<file path="src/rtl/vga_timing_gen.sv">
// vga_timing_gen: parametrised VGA raster timing with a delayed pixel output stage.
// Define VGA_TEST_PATTERN_EN to add i_pattern, which shows 8 vertical colour bars.
module vga_timing_gen #(
    parameter int CNT_W     = 12,
    parameter int COLOR_W   = 8,
    parameter int H_ACTIVE  = 640,
    parameter int H_FP      = 16,
    parameter int H_SYNC    = 96,
    parameter int H_BP      = 48,
    parameter int V_ACTIVE  = 480,
    parameter int V_FP      = 10,
    parameter int V_SYNC    = 2,
    parameter int V_BP      = 33,
    parameter int H_POL     = 0,
    parameter int V_POL     = 0,
    parameter int FETCH_LAT = 0
) (
    input  logic                 i_clk,
    input  logic                 i_rst,
    input  logic                 i_en,
    input  logic [3*COLOR_W-1:0] i_color,
`ifdef VGA_TEST_PATTERN_EN
    input  logic                 i_pattern,
`endif
    output logic                 o_req,
    output logic [CNT_W-1:0]     o_x,
    output logic [CNT_W-1:0]     o_y,
    output logic                 o_frame_start,
    output logic                 o_line_start,
    output logic [COLOR_W-1:0]   o_VGA_R,
    output logic [COLOR_W-1:0]   o_VGA_G,
    output logic [COLOR_W-1:0]   o_VGA_B,
    output logic                 o_H_sync,
    output logic                 o_V_sync,
    output logic                 o_sending
);

    localparam int H_TOTAL = H_ACTIVE + H_FP + H_SYNC + H_BP;
    localparam int V_TOTAL = V_ACTIVE + V_FP + V_SYNC + V_BP;

    localparam logic [CNT_W-1:0] H_LAST = CNT_W'(H_TOTAL - 1);
    localparam logic [CNT_W-1:0] V_LAST = CNT_W'(V_TOTAL - 1);
    localparam logic [CNT_W-1:0] H_ACT  = CNT_W'(H_ACTIVE);
    localparam logic [CNT_W-1:0] V_ACT  = CNT_W'(V_ACTIVE);
    localparam logic [CNT_W-1:0] HS_BEG = CNT_W'(H_ACTIVE + H_FP);
    localparam logic [CNT_W-1:0] HS_END = CNT_W'(H_ACTIVE + H_FP + H_SYNC);
    localparam logic [CNT_W-1:0] VS_BEG = CNT_W'(V_ACTIVE + V_FP);
    localparam logic [CNT_W-1:0] VS_END = CNT_W'(V_ACTIVE + V_FP + V_SYNC);

    localparam logic H_ON = (H_POL != 0);
    localparam logic V_ON = (V_POL != 0);

    // Syncs travel as raw active-high flags; polarity is applied at the pins.
    typedef struct packed {
        logic             act;
        logic             hs;
        logic             vs;
`ifdef VGA_TEST_PATTERN_EN
        logic [CNT_W-1:0] x;
`endif
    } pix_t;

    logic [CNT_W-1:0] h_q;
    logic [CNT_W-1:0] h_d;
    logic [CNT_W-1:0] v_q;
    logic [CNT_W-1:0] v_d;
    logic             h_wrap;

    always_comb begin
        h_wrap = (h_q == H_LAST);
        h_d    = h_wrap ? '0 : h_q + CNT_W'(1);
        v_d    = v_q;
        if (h_wrap) begin
            v_d = (v_q == V_LAST) ? '0 : v_q + CNT_W'(1);
        end
    end

    // Parked on the last position so the first enabled tick lands on (0,0).
    always_ff @(posedge i_clk or posedge i_rst) begin
        if (i_rst) begin
            h_q <= H_LAST;
            v_q <= V_LAST;
        end else if (i_en) begin
            h_q <= h_d;
            v_q <= v_d;
        end
    end

    logic h_act;
    logic v_act;
    pix_t cur;
    pix_t tap;

    always_comb begin
        h_act         = (h_q < H_ACT);
        v_act         = (v_q < V_ACT);
        o_req         = h_act && v_act;
        o_x           = o_req ? h_q : '0;
        o_y           = o_req ? v_q : '0;
        o_frame_start = (h_q == '0) && (v_q == '0);
        o_line_start  = (h_q == '0) && v_act;
        cur           = '0;
        cur.act       = o_req;
        cur.hs        = (h_q >= HS_BEG) && (h_q < HS_END);
        cur.vs        = (v_q >= VS_BEG) && (v_q < VS_END);
`ifdef VGA_TEST_PATTERN_EN
        cur.x         = o_x;
`endif
    end

    generate
        if (FETCH_LAT == 0) begin : g_no_dly
            assign tap = cur;
        end else begin : g_dly
            pix_t dly_q [FETCH_LAT];
            pix_t dly_d [FETCH_LAT];

            always_comb begin
                dly_d[0] = cur;
                for (int i = 1; i < FETCH_LAT; i++) begin
                    dly_d[i] = dly_q[i-1];
                end
            end

            always_ff @(posedge i_clk or posedge i_rst) begin
                if (i_rst) begin
                    for (int i = 0; i < FETCH_LAT; i++) begin
                        dly_q[i] <= '0;
                    end
                end else if (i_en) begin
                    for (int i = 0; i < FETCH_LAT; i++) begin
                        dly_q[i] <= dly_d[i];
                    end
                end
            end

            assign tap = dly_q[FETCH_LAT-1];
        end
    endgenerate

`ifdef VGA_TEST_PATTERN_EN
    logic [2:0] bar;

    // floor(x*8/H_ACTIVE) as a threshold search, avoiding a divider.
    always_comb begin
        bar = '0;
        for (int b = 1; b < 8; b++) begin
            if (32'(tap.x) * 32'd8 >= 32'(b) * 32'(H_ACTIVE)) begin
                bar = 3'(b);
            end
        end
    end
`endif

    logic [COLOR_W-1:0] r_q;
    logic [COLOR_W-1:0] r_d;
    logic [COLOR_W-1:0] g_q;
    logic [COLOR_W-1:0] g_d;
    logic [COLOR_W-1:0] b_q;
    logic [COLOR_W-1:0] b_d;
    logic               hs_q;
    logic               hs_d;
    logic               vs_q;
    logic               vs_d;
    logic               snd_q;
    logic               snd_d;

    always_comb begin
        snd_d = tap.act;
        hs_d  = tap.hs ? H_ON : ~H_ON;
        vs_d  = tap.vs ? V_ON : ~V_ON;
        r_d   = '0;
        g_d   = '0;
        b_d   = '0;
        if (tap.act) begin
            {b_d, g_d, r_d} = i_color;
`ifdef VGA_TEST_PATTERN_EN
            if (i_pattern) begin
                r_d = {COLOR_W{bar[0]}};
                g_d = {COLOR_W{bar[1]}};
                b_d = {COLOR_W{bar[2]}};
            end
`endif
        end
    end

    always_ff @(posedge i_clk or posedge i_rst) begin
        if (i_rst) begin
            r_q   <= '0;
            g_q   <= '0;
            b_q   <= '0;
            hs_q  <= ~H_ON;
            vs_q  <= ~V_ON;
            snd_q <= 1'b0;
        end else if (i_en) begin
            r_q   <= r_d;
            g_q   <= g_d;
            b_q   <= b_d;
            hs_q  <= hs_d;
            vs_q  <= vs_d;
            snd_q <= snd_d;
        end
    end

    assign o_VGA_R   = r_q;
    assign o_VGA_G   = g_q;
    assign o_VGA_B   = b_q;
    assign o_H_sync  = hs_q;
    assign o_V_sync  = vs_q;
    assign o_sending = snd_q;

endmodule

</file>
<file path="config.mk">
export PLATFORM = sky130hd
export DESIGN_NAME = vga_timing_gen
export DESIGN_NICKNAME = d
export VERILOG_FILES = /design/src/rtl/vga_timing_gen.sv
export SDC_FILE = /design/constraint.sdc
export NUM_CORES = 1
export LEC_CHECK = 0
export ABC_AREA = 1
export CORE_ASPECT_RATIO = 1.5
export CORE_MARGIN = 4
export CORE_UTILIZATION = 44
export DETAILED_ROUTE_END_ITERATION = 8
export GPL_TIMING_DRIVEN = 0
export PLACE_DENSITY_LB_ADDON = 0.08
export RECOVER_POWER = 50
export SETUP_SLACK_MARGIN = 0.15
export SLEW_MARGIN = 40
export SYNTH_ARGS = -nofsm -noshare
export SYNTH_HDL_FRONTEND = slang
export SYNTH_SLANG_ARGS = --single-unit
</file>
<file path="constraint.sdc">
create_clock -name i_clk -period 1.5 [get_ports i_clk]
set_input_delay 0.15 -clock i_clk [delete_from_list [all_inputs] [get_ports i_clk]]
set_output_delay 0.15 -clock i_clk [all_outputs]
set_load 0.01 [all_outputs]
</file>
==> results of run 1 <==
[critical path, stage by stage (launching register included)]
cell and delay (ps):
dfrtp_2 470, nand2_4 100, nor2_4 60, nor2_4 120, nand3_4 160, buf_16 190, nor2_2 90, buf_2 140
[metal layers]
metal | GRT usage | vias up | part of all wire
met3 | 0.04744 | 23 | 0.077
met4 | 0.08524 | 0 | 0.023
met1 | 0.2512 | 1435 | 0.38
met5 | 0 | - | 0
met2 | 0.3616 | 140 | 0.52
li1 | - | 1427 | -
[per-stage QoR]
step / power, mW / worst slack (ps) / hold slack [ps] / utilization
2_1_floorplan: 2.143 / 117.0 / 194.3 / -
3_3_place_gp: 2.343 / -426.5 / 459.3 / 0.5903
3_5_place_dp: 2.371 / -432.7 / 459.7 / 0.5976
4_1_cts: 3.544 / -303.5 / 111.7 / 0.6807
5_1_grt: 3.894 / -370.1 / 240.6 / 0.7245
6_report: 3.725 / -303.8 / 221.2 / 0.7245
[cell type report]
type	count	area, um2	share of cell area
buffer	17	160.2	0.03408
clock inverter	2	11.26	0.002396
inverter	43	170.2	0.03621
multi-input combinational	269	1667	0.3546
timing repair buffer	131	1217	0.2591
tap	76	95.09	0.02023
sequential	51	1296	0.2758
clock buffer	6	82.58	0.01757
[power by group]
part / switching (mW) / leakage (nW) / total [mW] / internal, mW
clock: 0.490 / 0.0449 / 0.860 / 0.370
sequential: 0.164 / 0.648 / 1.71 / 1.55
combinational: 0.663 / 1.70 / 1.15 / 0.490
total: 1.32 / 2.39 / 3.72 / 2.41
[sequential cells by signal (all words and copies together), names as in the netlist]
register,flops
o_VGA_B,8
o_V_sync,1
v_q,12
o_H_sync,1
h_q,12
o_sending,1
o_VGA_R,8
o_VGA_G,8
[worst min path at each step]
stage / from / end / slack (ps) / cells past startpoint
after detailed placement: i_rst / o_VGA_B[2] / 460 / 2
after global routing: i_rst / o_VGA_B[2] / 240 / 2
after global placement: o_VGA_B[0] / o_VGA_B[0] / 460 / 2
final: i_rst / o_sending / 220 / 2
after floorplan: i_rst / h_q[10] / 190 / 1
after CTS: i_rst / o_VGA_B[2] / 110 / 2
[logic make-up after synthesis]
| kind of cell | Yosys count | share of synthesized area |
|---|---|---|
| simple gates | 233 | 0.3745 |
| buf+inv | 60 | 0.1023 |
| flops | 51 | 0.4382 |
| compound gates | 16 | 0.03397 |
| xor+xnor | 11 | 0.03270 |
| fa+ha+maj | 4 | 0.01699 |
| other cells | 1 | 0.001273 |
[cells in the final DEF, fill, tap and decap left out, drive strengths merged]
master,n
conb,5
dfstp,12
nand2,137
buf,91
nand3b,3
dlygate4sd2,27
dfrtp,39
inv,40
o22ai,1
o21ai,15
nor2,57
nand4,12
nand3,21
ha,4
xor2,11
dlygate4sd3,1
nor3,3
clkinvlp,2
clkdlybuf4s50,25
clkbuf,10
clkinv,3
[timing repair]
item                       CTS  global route
setup buffers               36            13
gates cloned                 5             0
setup endpoints to repair   85            68
hold buffers                 0             0
pin swaps                   31            27
resized for setup          186            60
==> summary.txt, run 1 <==
Status
  – Outcome: complete, but fails checks
  – Failing checks: negative setup slack

Placed design
  – Routability Congestion: 0.9260
  – Port Buf Inserts: 75
  – Dpl cells: 533
  – Dpl cell area: 3876 um2
  – Post-DP HPWL: 5.321 mm

Hold path
  – Worst Hold Class: primary input to asynchronous set/reset pin

Setup path
  – Critical path fanouts, max: 5
  – Worst r2r path cells: 10
  – Worst Setup EP: o_y[4]
  – Critical Path AT: 1650 ps
  – Critical Path RT: 1350 ps
  – Critical Path Start Type: flip-flop
  – Crit Path Class: flip-flop to output pin
  – R2R Setup Slk: -160 ps
  – Worst Setup End Kind: output pin
  – RR Startpoint: v_q[8]
  – RR Endpoint: o_VGA_B[4]
  – CP startpoint: v_q[8]

Routing
  – Routed len/inst: 14.96 um
  – DR DRC count: 0
  – Number of routed nets with antenna violations: 0
  – Post-Route WL: 8.904 mm
  – Via/cell ratio: 5.084
  – Initial drt markers: 155
  – Vias: 3025
  – DRT Pass-1 Iters: 4

Power
  – Pwr/cell area: 792.6 nW/um2
  – Pleak: 2.393 nW
  – Maximum vdd drop: 1027 uV

Yosys
  – Yosys top cell by area: dfrtp_1
  – Post-synth top cells: nand2_1, nor2_1, dfrtp_1
  – Count leader, synth: nand2_1
  – Post-synth EDFFs: 0
  – Ys Warns: 0
  – Mapped cell area: 2947 um2
  – Avg Cell Area, Syn: 7.837 um2
  – Synthesis-stage register bit count: 51
  – Top FF cell, synth: dfrtp_1
  – Top cells by area, synth: dfrtp_1, nand2_1, dfstp_2
  – Synth top area share: 0.3312
  – Post-synthesis sequential area ratio: 0.4382
  – Netlist cell types: 31
  – Post-Synthesis Cells: 376
  – Post-synthesis async set-or-reset flop share: 1.000

STA
  – Max Freq: 554.4 MHz
  – Max-slew violations: 0
  – Worst-margin pin slew: 631.6 ps
  – Final Skew: 11.19 ps
  – Fin worst setup slack: -303.8 ps
  – # setup viols final: 65
  – Setup_tns: -10950 ps
  – Final Hold Fails: 0
  – Tmin final: 1804 ps
  – Slew HR: 0.5790
  – RSZ-0062 raised after global routing: yes
  – Period utilization: 1.203

Die
  – Die Area: 8097 um2
  – Die Y-Extent: 108.2 um
  – Die Width: 74.82 um
  – Starting Density: 0.4543
  – Total I/O pin count: 81
  – Core Area: 6486 um2
  – Row Count: 36

Finish
  – Layout cells sized above 1: 0.4374
  – Fill count: 502
  – Nets: 549
  – Antenna cells: 0
  – Design area: 4700 um2
  – Fin cells: 595
  – Area delta synth->final: 59.49%

Global routing
  – Largest net degree at the start of global routing: 25
  – Number of global-route vias before repair: 2876
  – Total GRT Usage: 0.2115
  – Congestion Overflow GR: 0
  – Initial antenna violation count: 0
  – First-pass GRT wire length: 13.25 mm

Clocking
  – Clock Sinks: 51
  – H-Tree Depth: 2
  – CTS tree: built
  – Max Root-Sink Buffers: 2
  – Clk root buf: clkbuf_8
  – Clk_lat worst skew: 320 ps
  – Total clock buffers created by CTS: 5
  – Clock transition at the registers of the reported paths: 100 ps

Flow run
  – Max Cap Viol: 0
No activity file was read; power rests on OpenSTA's default activity.
==> run 2, diff against run 1 <==
--- a/config.mk
+++ b/config.mk
@@ -8,11 +8,11 @@
 export ABC_AREA = 1
 export CORE_ASPECT_RATIO = 1.5
 export CORE_MARGIN = 4
-export CORE_UTILIZATION = 44
+export CORE_UTILIZATION = 40
 export DETAILED_ROUTE_END_ITERATION = 8
 export GPL_TIMING_DRIVEN = 0
 export PLACE_DENSITY_LB_ADDON = 0.08
-export RECOVER_POWER = 50
+export RECOVER_POWER = 25
 export SETUP_SLACK_MARGIN = 0.15
 export SLEW_MARGIN = 40
 export SYNTH_ARGS = -nofsm -noshare
==> run 2 against run 1 <==
Against the previous run: the run still ends with negative setup slack left; die area is 9.1% higher; via count is 3.3% lower; maximum frequency is 1.6% lower; power is 2.5% higher; clock power is 11% higher; clock-buffer cell count stayed put; clock skew hardly changed; global-route usage is 2.1 points lower; register-to-register slack worse by 60 ps; sequential share of layout area is 0.095 points lower; largest cell class unchanged.
==> summary.txt, run 2 (same netlist as run 1, synthesis figures left out) <==
STA
  – Final Hold Fails: 0 (unchanged)
  – Final hold slack: 369.1 ps (+147.8 ps)
  – Period utilization: 1.222 (+0.01918)
  – Max-slew violations: 0 (unchanged)
  – Final Skew: 11.08 ps (-0.1126 ps)
  – Worst-margin pin slew: 762.0 ps (+130.5 ps)
  – Slew HR: 0.4892 (-0.08976)
  – Tmin final: 1833 ps (+28.77 ps)
  – # setup viols final: 67 (+3.1%)
  – Max Freq: 545.7 MHz (-1.6%)
  – Fin worst setup slack: -332.6 ps (-28.77 ps)
  – RSZ-0062 raised after global routing: yes

Setup path
  – R2R Setup Slk: -220 ps (-60 ps)
  – Max stage delay cell, worst path: dfrtp_2
  – Worst path cell trace: nand2_2 -> nor2_4 -> nor2_4 -> nand3_4 -> buf_6 -> buf_8 -> buf_6 -> inv_2 -> buf_6
  – Crit Path Class: flip-flop to output pin
  – Buffers and inverters on the worst path: 5 (+3)
  – Worst Setup End Kind: output pin
  – Critical Path RT: 1350 ps (about the same)
  – Most frequent CP cell: buf_6
  – CP top delay family: buffers and inverters
  – Critical Path Start Type: flip-flop
  – Critical Path AT: 1680 ps (+30 ps)
  – Critical path fanouts, max: 5 (unchanged)
  – Slowest Stage Delay on Critical Path: 450 ps (-20 ps)

Finish
  – Commonest non-fill, non-tap cell in the layout: nand2_1
  – Nets: 546 (-0.55%)
  – Final core utilization: 0.6525 (-0.07201)
  – Antenna cells: 0 (unchanged)
  – Most frequent cells in the layout: nand2_1, dfrtp_1, nand2_2, buf_4, dlygate4sd2_1
  – Layout cells sized above 1: 0.4214 (-0.01602)
  – Area delta synth->final: 60.04%
  – Regs by FF count: h_q x12, v_q x12

Die
  – Die Area: 8832 um2 (+9.1%)
  – Row Count: 38 (+5.6%)
  – Core Area: 7227 um2 (+11%)
  – Total I/O pin count: 81 (unchanged)
  – Starting Density: 0.4077 (-0.04656)
  – Die Width: 78.08 um (+4.4%)
  – Die Y-Extent: 113.1 um (+4.5%)

Clocking
  – Clk_lat worst skew: 320 ps (about the same)
  – Total clock buffers created by CTS: 5 (unchanged)
  – CTS tree: built
  – Clock transition at the registers of the reported paths: 90 ps (about the same)
  – Clock Sinks: 51 (unchanged)
  – Clk root buf: clkbuf_8
  – Max Root-Sink Buffers: 2 (unchanged)
  – H-Tree Depth: 2 (unchanged)

Global routing
  – Total GRT Usage: 0.1901 (-0.02143)
  – Number of global-route vias before repair: 2781 (-3.3%)
  – First-pass GRT wire length: 13.47 mm (+1.6%)
  – Initial antenna violation count: 0 (unchanged)
  – Largest net degree at the start of global routing: 21 (-16%)
  – Congestion Overflow GR: 0 (unchanged)

Routing
  – DRT Pass-1 Iters: 5 (+1)
  – Vias: 2924 (-3.3%)
  – Post-Route WL: 8.605 mm (-3.4%)
  – Number of routed nets with antenna violations: 0 (unchanged)
  – Via/cell ratio: 4.754 (-6.5%)
  – Initial drt markers: 130 (-16%)
  – DR DRC count: 0 (unchanged)
  – Routed len/inst: 13.99 um (-6.5%)

Status
  – Outcome: complete, but fails checks
  – Failing checks: negative setup slack

Power
  – Combinational power share: 0.304 (-0.006)
  – Register share of total power: 0.447 (-0.012)
  – Internal: 2.550 mW (+6.0%)
  – Reported net switching power: 1.269 mW (-3.7%)
  – Clk pwr share: 0.249 (+0.018)
  – Pleak: 2.410 nW (+0.70%)
  – Pwr/cell area: 809.8 nW/um2 (+2.2%)
  – Switch share: 0.3322 (-0.02159)
  – Maximum vdd drop: 753.1 uV (-27%)

Placed design
  – Port Buf Inserts: 75 (unchanged)
  – Post-DP HPWL: 5.266 mm (-1.0%)
  – Routability Congestion: 0.8682 (-6.2%)

Flow run
  – Max Cap Viol: 0 (unchanged)

Hold path
  – Worst Hold Class: primary input to flip-flop
## run 2: cell count changes in the layout (fill, tap and decap cells not counted), sizes merged
cell,previous run,this run
clkinv,3,1
bufinv,0,1
clkinvlp,2,1
dlymetal6s2s,0,1
nand4,12,13
inv,40,41
bufbuf,0,1
buf,91,87
clkdlybuf4s50,25,24
clkbuf,10,9
## run 2: worst register-to-register path, stage by stage (launching register included)
cell and delay (ps):
dfstp_2 560, buf_6 100, buf_6 100, ha_4 150, inv_4 40, nor2_4 170
nand4_4 200, buf_6 190, nand2_1 50, o21ai_1 50
## run 2: power by group through the flow
stage	registers [mW]	logic [mW]	clock network (mW)
6_report	1.71	1.16	0.952
5_1_grt	1.73	1.26	1.04
4_1_cts	1.69	0.946	0.993
3_5_place_dp	1.74	0.634	0
3_3_place_gp	1.74	0.612	0
2_1_floorplan	1.69	0.448	0
## run 2: metrics by stage
stage	cell area, um2	setup WS [ps]	instances	power, mW	TNS [ps]
after detailed placement	3914	-438.9	557	2.370	-12260
final	4716	-332.6	615	3.819	-10320
after global placement	3859	-432.4	555	2.349	-12050
after CTS	4458	-328.1	600	3.633	-8093
after floorplan	2983	117.0	380	2.143	0
after global routing	4716	-396.2	615	4.029	-14740
## run 2: final timing paths
check                                  end  depth (start not counted)  startpoint
worst max-delay path                 o_req                          9      v_q[8]
worst min-delay path            o_VGA_R[6]                          3  i_color[6]
worst max register to register      v_q[5]                          9      h_q[1]
worst min register to register  o_VGA_R[3]                          2  o_VGA_R[3]
max in group asynchronous           v_q[8]                          3       i_rst
min in group asynchronous          v_q[10]                          2       i_rst
## run 2: cell type report
class / count / area (um2)
Timing Repair Buffer: 127 / 1216
Inverter: 43 / 171.4
Sequential cell: 51 / 1296
Buffer: 17 / 163.9
Fill cell: 616 / 2511
Tap cell: 100 / 125.1
Multi-Input combinational cell: 270 / 1640
Clock buffer: 6 / 72.57
Clock inverter: 1 / 30.03
## run 2: what timing repair did
item | in CTS | in global routing
gates cloned | 4 | 0
pin swaps | 34 | 28
buffers inserted | 32 | 15
hold buffers | 0 | 0
endpoints found under the setup margin | 84 | 70
gates resized for setup | 185 | 52
## run 2: routing by layer
| layer | GRT usage | share of wire | vias to the layer above |
|---|---|---|---|
| met2 | 0.3284 | 0.50 | 106 |
| met5 | 0 | 0 | - |
| li1 | - | - | 1431 |
| met1 | 0.2344 | 0.42 | 1367 |
| met4 | 0.06884 | 0.026 | 0 |
| met3 | 0.03662 | 0.054 | 20 |
==> run 3, diff against run 2 <==
--- a/config.mk
+++ b/config.mk
@@ -9,6 +9,7 @@
 export CORE_ASPECT_RATIO = 1.5
 export CORE_MARGIN = 4
 export CORE_UTILIZATION = 40
+export CTS_CLUSTER_DIAMETER = 100
 export DETAILED_ROUTE_END_ITERATION = 8
 export GPL_TIMING_DRIVEN = 0
 export PLACE_DENSITY_LB_ADDON = 0.08
==> results of run 3 <==
The final DEF is identical to that of run 2; final timing and power are the same.
